`config.mk`:
```
export PLATFORM = sky130hd
export DESIGN_NAME = bit_serializer
export DESIGN_NICKNAME = d
export VERILOG_FILES = /design/src/rtl/ser_pkg.sv /design/src/rtl/ser_bit_cnt.sv /design/src/rtl/bit_serializer.sv
export SDC_FILE = /design/constraint.sdc
export NUM_CORES = 1
export LEC_CHECK = 0
export CAP_MARGIN = 20
export CORE_MARGIN = 5
export CORE_UTILIZATION = 49
export DETAILED_ROUTE_END_ITERATION = 10
export PLACE_DENSITY = 0.77
export SETUP_SLACK_MARGIN = 0.3
export SLEW_MARGIN = 30
export SYNTH_ARGS = -nofsm -noshare
export SYNTH_HDL_FRONTEND = slang
export SYNTH_HIERARCHICAL = 1
export SYNTH_SLANG_ARGS = --single-unit
```
`constraint.sdc`:
```
create_clock -name clk -period 2.8 [get_ports clk]
set_clock_uncertainty 0.1 [all_clocks]
set_input_delay 0.56 -clock clk [delete_from_list [all_inputs] [get_ports clk]]
set_output_delay 0.56 -clock clk [all_outputs]
set_load 0.01 [all_outputs]
```
`src/rtl/ser_pkg.sv`:
```
// Shared types and constants for the bit serializer.
// The optional parity bit is enabled by defining SER_PARITY_EN at build time.
package ser_pkg;

    typedef enum logic {
        S_IDLE  = 1'b0,
        S_SHIFT = 1'b1
    } ser_state_t;

    localparam logic SER_IDLE_LVL = 1'b0;

    // The counter must hold FRAME-1, which can be as large as WIDTH when parity is on.
    function automatic int ser_cnt_width(input int width);
        return $clog2(width + 1);
    endfunction

endpackage

```
`src/rtl/ser_bit_cnt.sv`:
```
// Loadable down-counter that tracks the remaining bits of a frame.
// It saturates at zero, so the 'last' flag holds until the next load.
module ser_bit_cnt #(
    parameter int CW = 4
) (
    input  logic          clk,
    input  logic          r,
    input  logic          load,
    input  logic [CW-1:0] load_val,
    input  logic          dec,
    output logic          last
);

    logic [CW-1:0] r_cnt;

    always_ff @(posedge clk or negedge r) begin
        if (!r) begin
            r_cnt <= '0;
        end else if (load) begin
            r_cnt <= load_val;
        end else if (dec && (r_cnt != '0)) begin
            r_cnt <= r_cnt - 1'b1;
        end
    end

    assign last = (r_cnt == '0);

endmodule

```
`src/rtl/bit_serializer.sv`:
```
// Parallel-to-serial front end: accepts a word on load/ready and shifts it out MSB-first.
// Define SER_PARITY_EN to append an even-parity bit after the LSB of every frame.
//
// Handshake: a word is taken on a rising edge where load & ready is high. ready depends
// only on state and bit counter (never on load); upstream holds din/load until accepted.
module bit_serializer
    import ser_pkg::*;
#(
    parameter int WIDTH = 8
) (
    input  logic             clk,
    input  logic             r,
    input  logic [WIDTH-1:0] din,
    input  logic             load,
    output logic             ready,
    output logic             sdo,
    output logic             bit_valid,
    output logic             done,
    output ser_state_t       state_dbg
);

`ifdef SER_PARITY_EN
    localparam int FRAME = WIDTH + 1;
`else
    localparam int FRAME = WIDTH;
`endif
    localparam int            CW       = ser_cnt_width(WIDTH);
    localparam logic [CW-1:0] CNT_INIT = CW'(FRAME - 1);

    ser_state_t       r_state;
    ser_state_t       w_next_state;
    logic [FRAME-1:0] r_shreg;
    logic [FRAME-1:0] w_frame;
    logic             r_sdo;
    logic             w_last;
    logic             w_accept;
    logic             w_shift;

`ifdef SER_PARITY_EN
    assign w_frame = {din, ^din};
`else
    assign w_frame = din;
`endif

    always_ff @(posedge clk or negedge r) begin
        if (!r) begin
            r_state <= S_IDLE;
        end else begin
            r_state <= w_next_state;
        end
    end

    always_comb begin
        w_next_state = r_state;
        ready        = 1'b0;
        done         = 1'b0;
        w_accept     = 1'b0;
        w_shift      = 1'b0;
        case (r_state)
            S_IDLE: begin
                ready = 1'b1;
                if (load) begin
                    w_accept     = 1'b1;
                    w_next_state = S_SHIFT;
                end
            end
            S_SHIFT: begin
                w_shift = 1'b1;
                if (w_last) begin
                    ready = 1'b1;
                    done  = 1'b1;
                    if (load) begin
                        w_accept = 1'b1;
                    end else begin
                        w_next_state = S_IDLE;
                    end
                end
            end
            default: w_next_state = S_IDLE;
        endcase
    end

    // The first frame bit is registered straight onto the line at accept time.
    always_ff @(posedge clk or negedge r) begin
        if (!r) begin
            r_shreg <= '0;
            r_sdo   <= SER_IDLE_LVL;
        end else if (w_accept) begin
            r_sdo   <= w_frame[FRAME-1];
            r_shreg <= {w_frame[FRAME-2:0], 1'b0};
        end else if (w_shift && !w_last) begin
            r_sdo   <= r_shreg[FRAME-1];
            r_shreg <= {r_shreg[FRAME-2:0], 1'b0};
        end else if (w_next_state == S_IDLE) begin
            r_sdo   <= SER_IDLE_LVL;
        end
    end

    ser_bit_cnt #(
        .CW (CW)
    ) u_bit_cnt (
        .clk      (clk),
        .r        (r),
        .load     (w_accept),
        .load_val (CNT_INIT),
        .dec      (w_shift),
        .last     (w_last)
    );

    assign sdo       = r_sdo;
    assign bit_valid = (r_state == S_SHIFT);
    assign state_dbg = r_state;

endmodule

```
==> results.md, run 1 <==
- The overall routing resource usage is 12.58%.
- For this run, the number of Yosys warnings is 6.
- The max-capacitance violation count is 0.
- The clock net in this run drives a total of 13 sinks.
- The type of the tightest min-delay check is register to register.
- The final hold violation count came to 0.
- After Yosys synthesis, XOR and XNOR cells account for 0% of the synthesized area.
- The number of port buffers is 15.
- Summed over all instances, the cell type with the most area after synthesis is dfrtp_1.
- The final critical-path share of the clock period is 83.87%.
- Sequential elements use 42.07% of the synthesized area.
- The via count is 516.
- The number of antenna-violating nets in the routed design is 0.
- The cell with the most instances after synthesis is dfrtp_1.
- After detailed routing, the total wire length is 1.299 mm.
- Dividing total power by cell area gives a power density of 1018 nW/µm².
- In this run the number of H-tree levels came out at 1.
- After Yosys synthesis, full adders, half adders and majority gates account for 1.618% of the synthesized area.
- Derived from the worst setup path, the maximum achievable clock frequency is 425.8 MHz.
- The most used flip-flop cell after synthesis is dfrtp_1.
- The number of instances in the placed design is 93.
- After technology mapping, the gate count stands at 62.
- The via count of the first global-routing pass came to 514.
- Clock latency on the worst-skew pair, taken at its later pin, is 0.27 ns.
- The share of Yosys cell area claimed by the top area cell type is 42.07%.
- The root buffer cell chosen for the clock tree is clkbuf_4.
- The distinct cell type count of the synthesized netlist is 27.
- The initial core utilization is 51.33%.
- Headroom to the max-slew limit came out at 60.03%.
- The height of the die is 49.73 µm.
- The global placement routability congestion is 0.7507.
- The die covers 2473 µm².
- After synthesis, the largest family of logic cells by area is multiplexers.
- The worst setup path is captured at an output port.
- Counting flops and latches in the post-synthesis netlist gives 13.
- The number of antenna diodes in the final layout is 0.
- The average footprint of a synthesized cell is 12.47 µm².
- For the final routed database, the setup TNS stands at 0 ns.
- The leakage power summed over all cells is 0.4863 nW.
- Entering global routing, the biggest net connects 14 pins.
- The run finished with clean final reports.
- The violation count after the first detailed-route iteration is 5.
- The critical path in this run is classified as register to output port.
- After Yosys synthesis, and, or, nand and nor cells account for 15.53% of the synthesized area.
- The required time of the critical path is 2.14 ns.
- The total of endpoints with negative setup slack in the final report is 0.
- The post-synthesis mux area share is 26.05%.
- Counting along the longest clock path gives a buffer depth of 2.
- Counting flops with a built-in enable in the synthesized netlist gives 0.
- After detailed routing, the number of remaining DRC violations is 0.
- The first TritonRoute pass finished after 2 iterations.
- The mean routed wirelength per cell is 12.99 µm.
- The post-synthesis async set-or-reset flop share is 100.0%.
- The worst-case IR drop observed on VDD is 0.0005534 V.
- The global-route congestion overflow total is 0.
- The signal on the critical path passes through inv_1, ha_2, nor3b_4, buf_4, nand2b_1, clkdlybuf4s15_1.
- Counting the buffers created by CTS gives 3.
- The peak per-stage delay on the critical path is 0.41 ns.
- The mean number of vias per cell is 5.160.
- Clock-pin slew was measured on the worst setup and hold paths at 0.08 ns.
- Sorting the synthesized cells by area gives the leading types as dfrtp_1 42%, mux2_4 23%, buf_6 2.9%.
- The max-slew violation total from the final report is 0.
- Summing the areas of all compound-gate instances in the mapped netlist gives 6.958% of the synthesized area.
- The minimum clock period after layout is 2.348 ns.
- The first-pass GRT wire length is 2.325 mm.
- The slew at the pin closest to its max-slew limit is 0.5977 ns.
- From synthesis to final layout, the design area changed by 27.99%.
- The placed wire-length estimate is 941.6 µm.
- The non-filler instance count after layout is 100.
- The largest fanout on the critical path is 4.
- The I/O pin count is 16.
- Setup repair after global routing left no endpoint under its margin.
- The synthesized cell area is 773.2 µm².
- The type of element launching the critical path is a register.
- The TritonCTS clock tree is yes.
- After floorplanning, the core was sized to cover 1506 µm².
- The cell at the slowest stage of the critical path is dfrtp_1.
- Counting instances in the post-synthesis netlist gives the leading cell types as 13 x dfrtp_1, 12 x mux2_4, 4 x inv_1, 4 x nand2_1.
- The horizontal extent of the die is 49.73 µm.
- The number of antenna violations at the first check in global routing came to 0.
- The number of placement rows is 14.
- The final net count is 97.
- The fraction of final layout cells with drive strength greater than 1 is 32.14%.
- Buffers inserted to repair hold after CTS numbered 0.
- Data on the critical path arrives at its endpoint at 1.69 ns.
cell families (layout without fill, tap and decap cells):
group,after synthesis,after routing
DFF,13,13
muxes,14,14
adders and majority gates,1,1
and+or+nand+nor,17,17
other,2,4
buffers and inverters,8,28
AOI/OAI and AO/OA,7,7
what timing repair did:
| item | CTS | global route |
|---|---|---|
| gates cloned | 0 | 0 |
| buffers inserted | 2 | 1 |
| gates resized for setup | 3 | 3 |
| setup endpoints to repair | 2 | 3 |
per-stage QoR:
stage	hold slack, ns	area (µm²)	setup slack (ns)	power, mW	util [%]
2_1_floorplan	0.1644	780.7	0.5183	0.7276	-
5_1_grt	0.4511	989.7	0.3138	1.100	65.70
3_5_place_dp	0.3969	928.4	0.4059	0.8549	61.63
3_3_place_gp	0.3916	928.4	0.4963	0.8400	61.63
6_report	0.4137	989.7	0.4516	1.007	65.70
4_1_cts	0.4167	977.2	0.3157	1.004	64.87
registers in the layout, summed over array words and instances (netlist names):
signal,count
bit_valid,1
r_shreg,7
sdo,1
u_bit_cnt/r_cnt,4
layer usage:
metal	track usage, %	share of wire (%)
met3	4.518	7.2
met5	0	0
met2	17.80	45
met4	7.860	1.3
met1	16.01	46
critical path, delay by kind of cell (launching register included):
family	cells	cell delay, ns
buf+inv	3	0.48
fa+ha+maj	1	0.20
simple gates	2	0.33
flops	1	0.41
path summary, 6_finish.rpt:
kind,end,slack (ns),from,cells past startpoint
hold reg to reg,r_shreg[6]$_DFFE_PN0P_,0.41,r_shreg[5]$_DFFE_PN0P_,1
hold / removal,r_shreg[6]$_DFFE_PN0P_,0.41,r_shreg[5]$_DFFE_PN0P_,1
setup / recovery,ready,0.45,u_bit_cnt/r_cnt[0]$_DFFE_PN0P_,6
min in group asynchronous,u_bit_cnt/r_cnt[3]$_DFFE_PN0P_,0.56,r,1
max in group asynchronous,r_shreg[2]$_DFFE_PN0P_,1.66,r,1
setup reg to reg,u_bit_cnt/r_cnt[1]$_DFFE_PN0P_,0.47,u_bit_cnt/r_cnt[0]$_DFFE_PN0P_,9
cell type report:
type,count,area [µm²]
clock buffers,4,26.28
repair buffers,20,190.2
flip-flops and latches,13,325.3
multi-input cells,43,412.9
inverters,4,15.01
fillers,120,516.7
well taps,16,20.02
report_power, final:
group	switching, mW	internal (mW)	total (mW)
clock network	0.0620	0.0552	0.117
logic	0.209	0.343	0.553
registers	0.0671	0.271	0.338
total	0.338	0.669	1.01
layout by cell type, fill, tap and decap left out, types with 2 or more instances in the layout:
cell type,instances
dfrtp_1,13
clkdlybuf4s50_1,13
mux2_4,12
buf_4,5
inv_1,4
nand2_1,4
conb_1,4
clkbuf_4,3
and2_1,2
nor3_1,2
o21ai_0,2
No activity file was read; power rests on OpenSTA's default activity.
==> inputs of run 2 (changes only) <==
--- a/config.mk
+++ b/config.mk
@@ -7,9 +7,9 @@
 export LEC_CHECK = 0
 export CAP_MARGIN = 20
 export CORE_MARGIN = 5
-export CORE_UTILIZATION = 49
+export CORE_UTILIZATION = 44
 export DETAILED_ROUTE_END_ITERATION = 10
-export PLACE_DENSITY = 0.77
+export PLACE_DENSITY = 0.73
 export SETUP_SLACK_MARGIN = 0.3
 export SLEW_MARGIN = 30
 export SYNTH_ARGS = -nofsm -noshare
==> constraint.sdc (replaced) <==
create_clock -name clk -period 1.9 [get_ports clk]
set_clock_uncertainty 0.1 [all_clocks]
set_input_delay 0.38 -clock clk [delete_from_list [all_inputs] [get_ports clk]]
set_output_delay 0.38 -clock clk [all_outputs]
set_load 0.01 [all_outputs]
==> run 2 against run 1 <==
Clock-buffer cell count fell by 1. Die area rose by 9.0%. Sequential share of layout area fell by 4.0 points. Utilization rose by 0.60 points. Global-route usage rose by 1.2 points. Final area rose by 14%. Non-clock buffer count rose by 12. Clock power rose by 55%. Final cell count rose by 21%. Sequential cell count did not move.
==> results.md, run 2 (synthesis gave the netlist of run 1 again) <==
- The die covers 2696 µm².
- The clock passes through at most 2 buffers.
- The antenna diode instance count is 0.
- The initial utilization of the core area, before any placement, comes to 45.27%.
- The minimum clock period after layout is 1.883 ns.
- The number of placement rows is 15.
- The signal on the critical path passes through inv_1, ha_2, nor3b_4, and2_1, buf_2.
- The cell at the slowest stage of the critical path is dfrtp_1.
- The number of antenna violations at the first check in global routing came to 0.
- The max-slew violation total from the final report is 0.
- The final critical-path share of the clock period is 99.09%.
- The leakage power summed over all cells is 0.5524 nW.
- The part of the power in combinational logic is 63.1%.
- For the final routed database, the setup TNS stands at 0 ns.
- The post-synthesis to final-layout area growth is 46.44%.
- The net count of the finished layout is 109.
- The first-pass GRT wire length is 2.594 mm.
- The final hold violation count came to 0.
- The number of buffer and inverter instances along the worst setup path is 2.
- The cell family contributing the most delay on the critical path is flip-flops.
- The path type of the worst setup path is register to output port.
- The register with the most flip-flops in the layout has 7 of them.
- The number of antenna-violating nets in the routed design is 0.
- After detailed routing, the average wire length per cell comes to 12.22 µm.
- Sequential cells account for 26.8% of the total power.
- The startpoint of the worst-slack reg-to-reg timing path is u_bit_cnt/r_cnt[1]$_DFFE_PN0P_.
- Net switching is 32.75% of the power.
- The via count is 572.
- The net switching power is 0.5855 mW.
- The type of element launching the critical path is a register.
- Clock-pin slew was measured on the worst setup and hold paths at 0.09 ns.
- The internal portion of total power is 1.202 mW.
- In this run the worst setup path terminates at done.
- The largest fanout on the critical path is 3.
- The required time of the critical path is 1.42 ns.
- The height of the die is 51.92 µm.
- The cell area power density is 1579 nW/µm².
- The via count of the first global-routing pass was 615.
- In the global route stage, overall resource usage came out at 13.74%.
- For this run, design rule violations remaining after detail routing come to 0.
- The standard cell core area is 1708 µm².
- The H-tree depth reported by CTS is 1.
- The clock sink total is 13.
- The data arrival time of the critical path is 1.40 ns.
- Max-cap violations in this run came to 0.
- In this run, the number of DRC markers left after iteration 0 of detailed routing was 5.
- The worst reg2reg path depth is 8.
- Summed over all nets, the half-perimeter wirelength after detailed placement is 1.062 mm.
- Entering global routing, the biggest net connects 14 pins.
- The congestion estimate from routability-driven global placement came to 0.7654.
- STA classifies the critical path endpoint as an output port.
- The power after layout is 1.788 mW.
- Based on the critical path, the design can be clocked at up to 531.2 MHz.
- Setup repair after global routing could not meet its margin everywhere.
- The later pin in the worst-skew pair is clocked with a latency of 0.28 ns.
- The number of buffers inserted by hold repair at cts is 0.
- The die is 51.92 µm wide.
- The worst register-to-register path has a setup slack of 0.05 ns.
- VDD sags by at most 0.001158 V.
- In this run the tool buffered the top-level ports with 15 buffer cells.
- The tree is rooted in a clkbuf_4.
- r_shreg holds more flip-flops than any other register.
- In the layout the commonest cells are 12 x mux2_4, 12 x dfrtp_1, 10 x clkdlybuf4s50_1, 10 x buf_4, 7 x buf_6.
- On the worst path, the slowest cell contributes a delay of 0.39 ns.
- The clock buffer count from CTS is 3.
- The total of endpoints with negative setup slack in the final report is 0.
- Per report_power, the clock group accounts for 10.1% of the total.
- During I/O placement, the number of pins put on the boundary was 16.
- The tightest hold path in the finished design has a slack of 0.2842 ns.
- The run finished with clean final reports.
- The type of the tightest min-delay check is input port to async pin.
- Summed over all layers, the global routing overflow is 0.
- The number of cells on the critical path is 5.
- The first detailed-routing pass took 2 iterations.
- Counting the fill cells in the layout gives 118.
- The worst flop-to-flop path endpoint is u_bit_cnt/r_cnt[3]$_DFFE_PN0P_.
- The fraction of final layout cells with drive strength greater than 1 is 47.92%.
- The pre-CTS setup slack is -0.1167 ns.
- TritonCTS built the clock tree.
- Once routing completed, OpenROAD measured the worst setup slack at 0.01735 ns.
- After detailed routing, the number of vias per cell comes to 4.727.
- The largest registers in the layout are r_shreg (7), u_bit_cnt/r_cnt (4).
- The total routed wirelength is 1.479 mm.
- The most critical setup path has its startpoint at u_bit_cnt/r_cnt[1]$_DFFE_PN0P_.
==> run 2: per-stage QoR <==
stage,util (%),cell area [µm²],cells
after floorplan,-,809.5,64
after global placement,59.78,1021,110
after detailed placement,59.78,1021,110
after CTS,64.54,1102,118
after global routing,66.30,1132,121
final,66.30,1132,121
==> run 2: area by class of cell <==
cell class	count	area (µm²)	area share, %
clock buffers	3	22.52	1.989
well taps	25	31.28	2.762
inverters	4	15.01	1.326
repair buffers	32	300.3	26.52
flip-flops and latches	13	326.6	28.84
clock inverters	1	5.005	0.4420
multi-input cells	43	431.7	38.12
==> run 2: worst min path at each step <==
stage | slack, ns | depth (start not counted) | endpoint | start
5_1_grt | 0.29 | 2 | r_shreg[4]$_DFFE_PN0P_ | r
2_1_floorplan | -0.02 | 0 | bit_valid$_DFF_PN0_ | r
3_3_place_gp | 0.39 | 1 | r_shreg[2]$_DFFE_PN0P_ | r_shreg[1]$_DFFE_PN0P_
6_report | 0.28 | 2 | r_shreg[1]$_DFFE_PN0P_ | r
4_1_cts | 0.28 | 2 | r_shreg[4]$_DFFE_PN0P_ | r
3_5_place_dp | 0.40 | 1 | r_shreg[2]$_DFFE_PN0P_ | r_shreg[1]$_DFFE_PN0P_
==> run 2: power by group through the flow <==
stage               clock network, mW  registers (mW)  logic (mW)
global placement                    0           0.489       0.900
global route                    0.204           0.494        1.22
detailed placement                  0           0.494       0.924
CTS                             0.191           0.477        1.06
finish                          0.181           0.479        1.13
floorplan                           0           0.493       0.670
==> run 2: what timing repair did <==
item / 4_1_cts / 5_1_grt
gates cloned: 0 / 0
pin swaps: 3 / 3
setup buffers: 4 / 3
resized for setup: 22 / 2
endpoints found under the setup margin: 13 / 14
==> run 2: per-layer routing <==
metal	part of all wire, %	vias up	wire length (µm)	track usage [%]
met5	0	-	0	0
li1	-	281	-	-
met2	46	19	683	21.34
met3	6.4	6	95	2.865
met1	44	266	645	15.69
met4	3.7	0	55	12.23
==> run 2: worst register-to-register path, stage by stage, from the launching register on <==
cell and delay, ns:
dfrtp_1 0.39, inv_1 0.06, ha_2 0.17, nor3b_4 0.21, nand2b_4 0.18, buf_6 0.11, and2_4 0.17, nor3_1 0.06
a221o_1 0.28
==> inputs of run 3 (changes only) <==
--- a/config.mk
+++ b/config.mk
@@ -10,7 +10,6 @@
 export CORE_UTILIZATION = 44
 export DETAILED_ROUTE_END_ITERATION = 10
 export PLACE_DENSITY = 0.73
-export SETUP_SLACK_MARGIN = 0.3
 export SLEW_MARGIN = 30
 export SYNTH_ARGS = -nofsm -noshare
 export SYNTH_HDL_FRONTEND = slang
==> run 3 against run 2 <==
The run now ends with setup timing left. Largest cell class unchanged. Highest routed layer unchanged. Non-clock buffer count did not move. Power down 3.2%. Sequential cell count is the same.
==> results.md, run 3 (synthesis gave the netlist of run 1 again) <==
- After routing the design area is 1110 µm².
- At the later pin of the worst-skew pair, clock insertion delay measures 0.28 ns.
- The height of the die is 51.92 µm.
- The area of the die is 2696 µm².
- The clock-pin slew on the worst setup and hold paths is 0.09 ns.
- The total overflow left after global routing is 0.
- In the final layout, the registers with the most flip-flops are r_shreg (7), u_bit_cnt/r_cnt (4).
- The number of cells on the worst reg-to-reg path is 10.
- The horizontal extent of the die is 51.92 µm.
- The final reports fail on setup timing.
- The initial core utilization is 45.27%.
- Data arrives at the worst endpoint at 2.02 ns.
- The total routed wirelength is 1.676 mm.
- The residual DRC count is 0.
- The kind of capture point of the worst setup path is a register.
- The type of the tightest min-delay check is input port to async pin.
- Once layout is complete, the cells apart from fillers number 121.
- The required time of the critical path is 1.97 ns.
- The run finished, with violations left.
- The worst flop-to-flop path endpoint is u_bit_cnt/r_cnt[3]$_DFFE_PN0P_.
- The routed layout has 571 vias.
- The post-synthesis to final-layout area growth is 43.53%.
- TritonCTS built the clock tree.
- The root buffer cell chosen for the clock tree is clkbuf_4.
- The register with the highest flop count is r_shreg.
- The max-capacitance violation count is 0.
- The initialized floorplan defines 15 standard-cell rows.
- The final critical-path share of the clock period is 102.6%.
- The register-to-register path setup slack is -0.05 ns.
- After the last flow step, the layout net total stands at 109.
- The final hold violation count is 0.
- The register with the most flip-flops in the layout has 7 of them.
- Leaving out fill and tap cells, the most frequent cell in the layout is buf_4.
- In this run the worst path has a maximum fanout of 6.
- 16 I/O pins were placed.
- The placed wire-length estimate is 1.231 mm.
- The number of port buffers is 15.
- Setup violations remaining at the end of the flow were counted as 4.
- The core region is 1708 µm².
- The worst-case IR drop observed on VDD is 0.0009143 V.
- The number of buffers on the longest clock path is 2.
- Setup repair after global routing could not meet its margin everywhere.
- The critical path in this run is classified as register to register.
- Global routing used 15.39% of the available tracks.
- Routability-driven placement finished with a final weighted congestion of 0.7343.
- The met1 wire length is 673 µm.
- The minimum clock period after layout is 1.949 ns.
- In the final layout, the share of cells above drive strength 1 is 46.88%.
- The worst setup path is launched from a register.
- The via count of the first global-routing pass is 644.
- For this run, the share of the core covered by cells in the final layout is 64.98%.
- The number of iterations in the first detailed-routing pass is 4.
- The number of buffers inserted by hold repair at cts is 0.
- The number of antenna violations at the first check in global routing is 0.
- The antenna diode instance count is 0.
- Power spread over the standard cell area amounts to 1560 nW/µm².
- The max-slew violation total from the final report is 0.
- The highest layer touched by signal routing is met4.
- The routed length on met3 is 90 µm.
- The leakage power summed over all cells is 0.5415 nW.
- After detailed routing, the number of vias per cell comes to 4.719.
- Wire segments on met2 add up to 902 µm in the final route.
- The number of antenna-violating nets in the routed design is 0.
- Summing all placed instances gives a cell area of 1028 µm².
- The first-pass GRT wire length is 2.946 mm.
- The number of instances in the placed design is 111.
- Static timing analysis puts the maximum clock frequency at 513.2 MHz.
- The number of clock buffers added by TritonCTS is 3.
- Overall power consumption after layout is estimated at 1.731 mW.
- The violation count after the first detailed-route iteration is 6.
- Entering global routing, the biggest net connects 14 pins.
- In this run the number of H-tree levels came out at 1.
- The top cell types in the final layout, fill and taps aside, are 15 x buf_4, 13 x clkdlybuf4s50_1, 12 x mux2_4, 12 x dfrtp_1.
- The mean routed wirelength per cell is 13.85 µm.
- In the post-route analysis, the smallest setup slack over all paths is -0.04865 ns.
- The startpoint of the worst-slack reg-to-reg timing path is u_bit_cnt/r_cnt[1]$_DFFE_PN0P_.
- Counting every sink on the clock net gives 13.
- The layout has 127 filler cells.
run 3: area by class of cell:
class / instances / area [µm²] / share of cell area, %
clock buffers: 4 / 26.28 / 2.368
inverters: 4 / 15.01 / 1.353
multi-input cells: 43 / 429.2 / 38.67
flip-flops and latches: 13 / 326.6 / 29.43
well taps: 25 / 31.28 / 2.819
repair buffers: 32 / 281.5 / 25.37
run 3: power breakdown:
| group | internal [mW] | switching [mW] |
|---|---|---|
| sequential | 0.400 | 0.0947 |
| combinational | 0.676 | 0.387 |
| clock | 0.0814 | 0.0920 |
| total | 1.16 | 0.573 |
run 3: timing repair:
| action | 4_1_cts | 5_1_grt |
|---|---|---|
| gates resized for setup | 12 | 1 |
| buffers inserted | 5 | 1 |
| setup endpoints to repair | 4 | 7 |
| pin swaps | 2 | 0 |
run 3: per-stage QoR:
stage / setup slack [ns] / hold slack [ns] / setup TNS, ns
2_1_floorplan: -0.1579 / -0.01559 / -0.2539
4_1_cts: -0.04501 / 0.3026 / -0.1671
6_report: -0.04865 / 0.3060 / -0.1564
3_5_place_dp: -0.1056 / 0.4039 / -0.3291
3_3_place_gp: -0.04684 / 0.3925 / -0.1442
5_1_grt: -0.1423 / 0.3030 / -0.4867
run 3: layer usage:
metal / up-vias / track usage (%)
li1: 278 / -
met3: 2 / 6.877
met2: 16 / 27.62
met1: 275 / 16.64
met4: 0 / 2.620
met5: - / 0
run 3: how the worst max path moves through the flow:
stage / end / from / cells after the start
after global routing: u_bit_cnt/r_cnt[3]$_DFFE_PN0P_ / u_bit_cnt/r_cnt[1]$_DFFE_PN0P_ / 10
after detailed placement: ready / u_bit_cnt/r_cnt[1]$_DFFE_PN0P_ / 5
after floorplan: u_bit_cnt/r_cnt[1]$_DFFE_PN0P_ / u_bit_cnt/r_cnt[0]$_DFFE_PN0P_ / 9
final: u_bit_cnt/r_cnt[3]$_DFFE_PN0P_ / u_bit_cnt/r_cnt[1]$_DFFE_PN0P_ / 10
after CTS: ready / u_bit_cnt/r_cnt[1]$_DFFE_PN0P_ / 6
after global placement: ready / u_bit_cnt/r_cnt[1]$_DFFE_PN0P_ / 5
run 3: critical path, stage by stage (launching register included):
cell,delay (ns)
dfrtp_1,0.39
inv_1,0.06
ha_2,0.17
nor3b_4,0.18
buf_4,0.14
nand2b_4,0.13
buf_6,0.10
and2_4,0.16
buf_6,0.10
nor3b_2,0.03
a221o_1,0.26
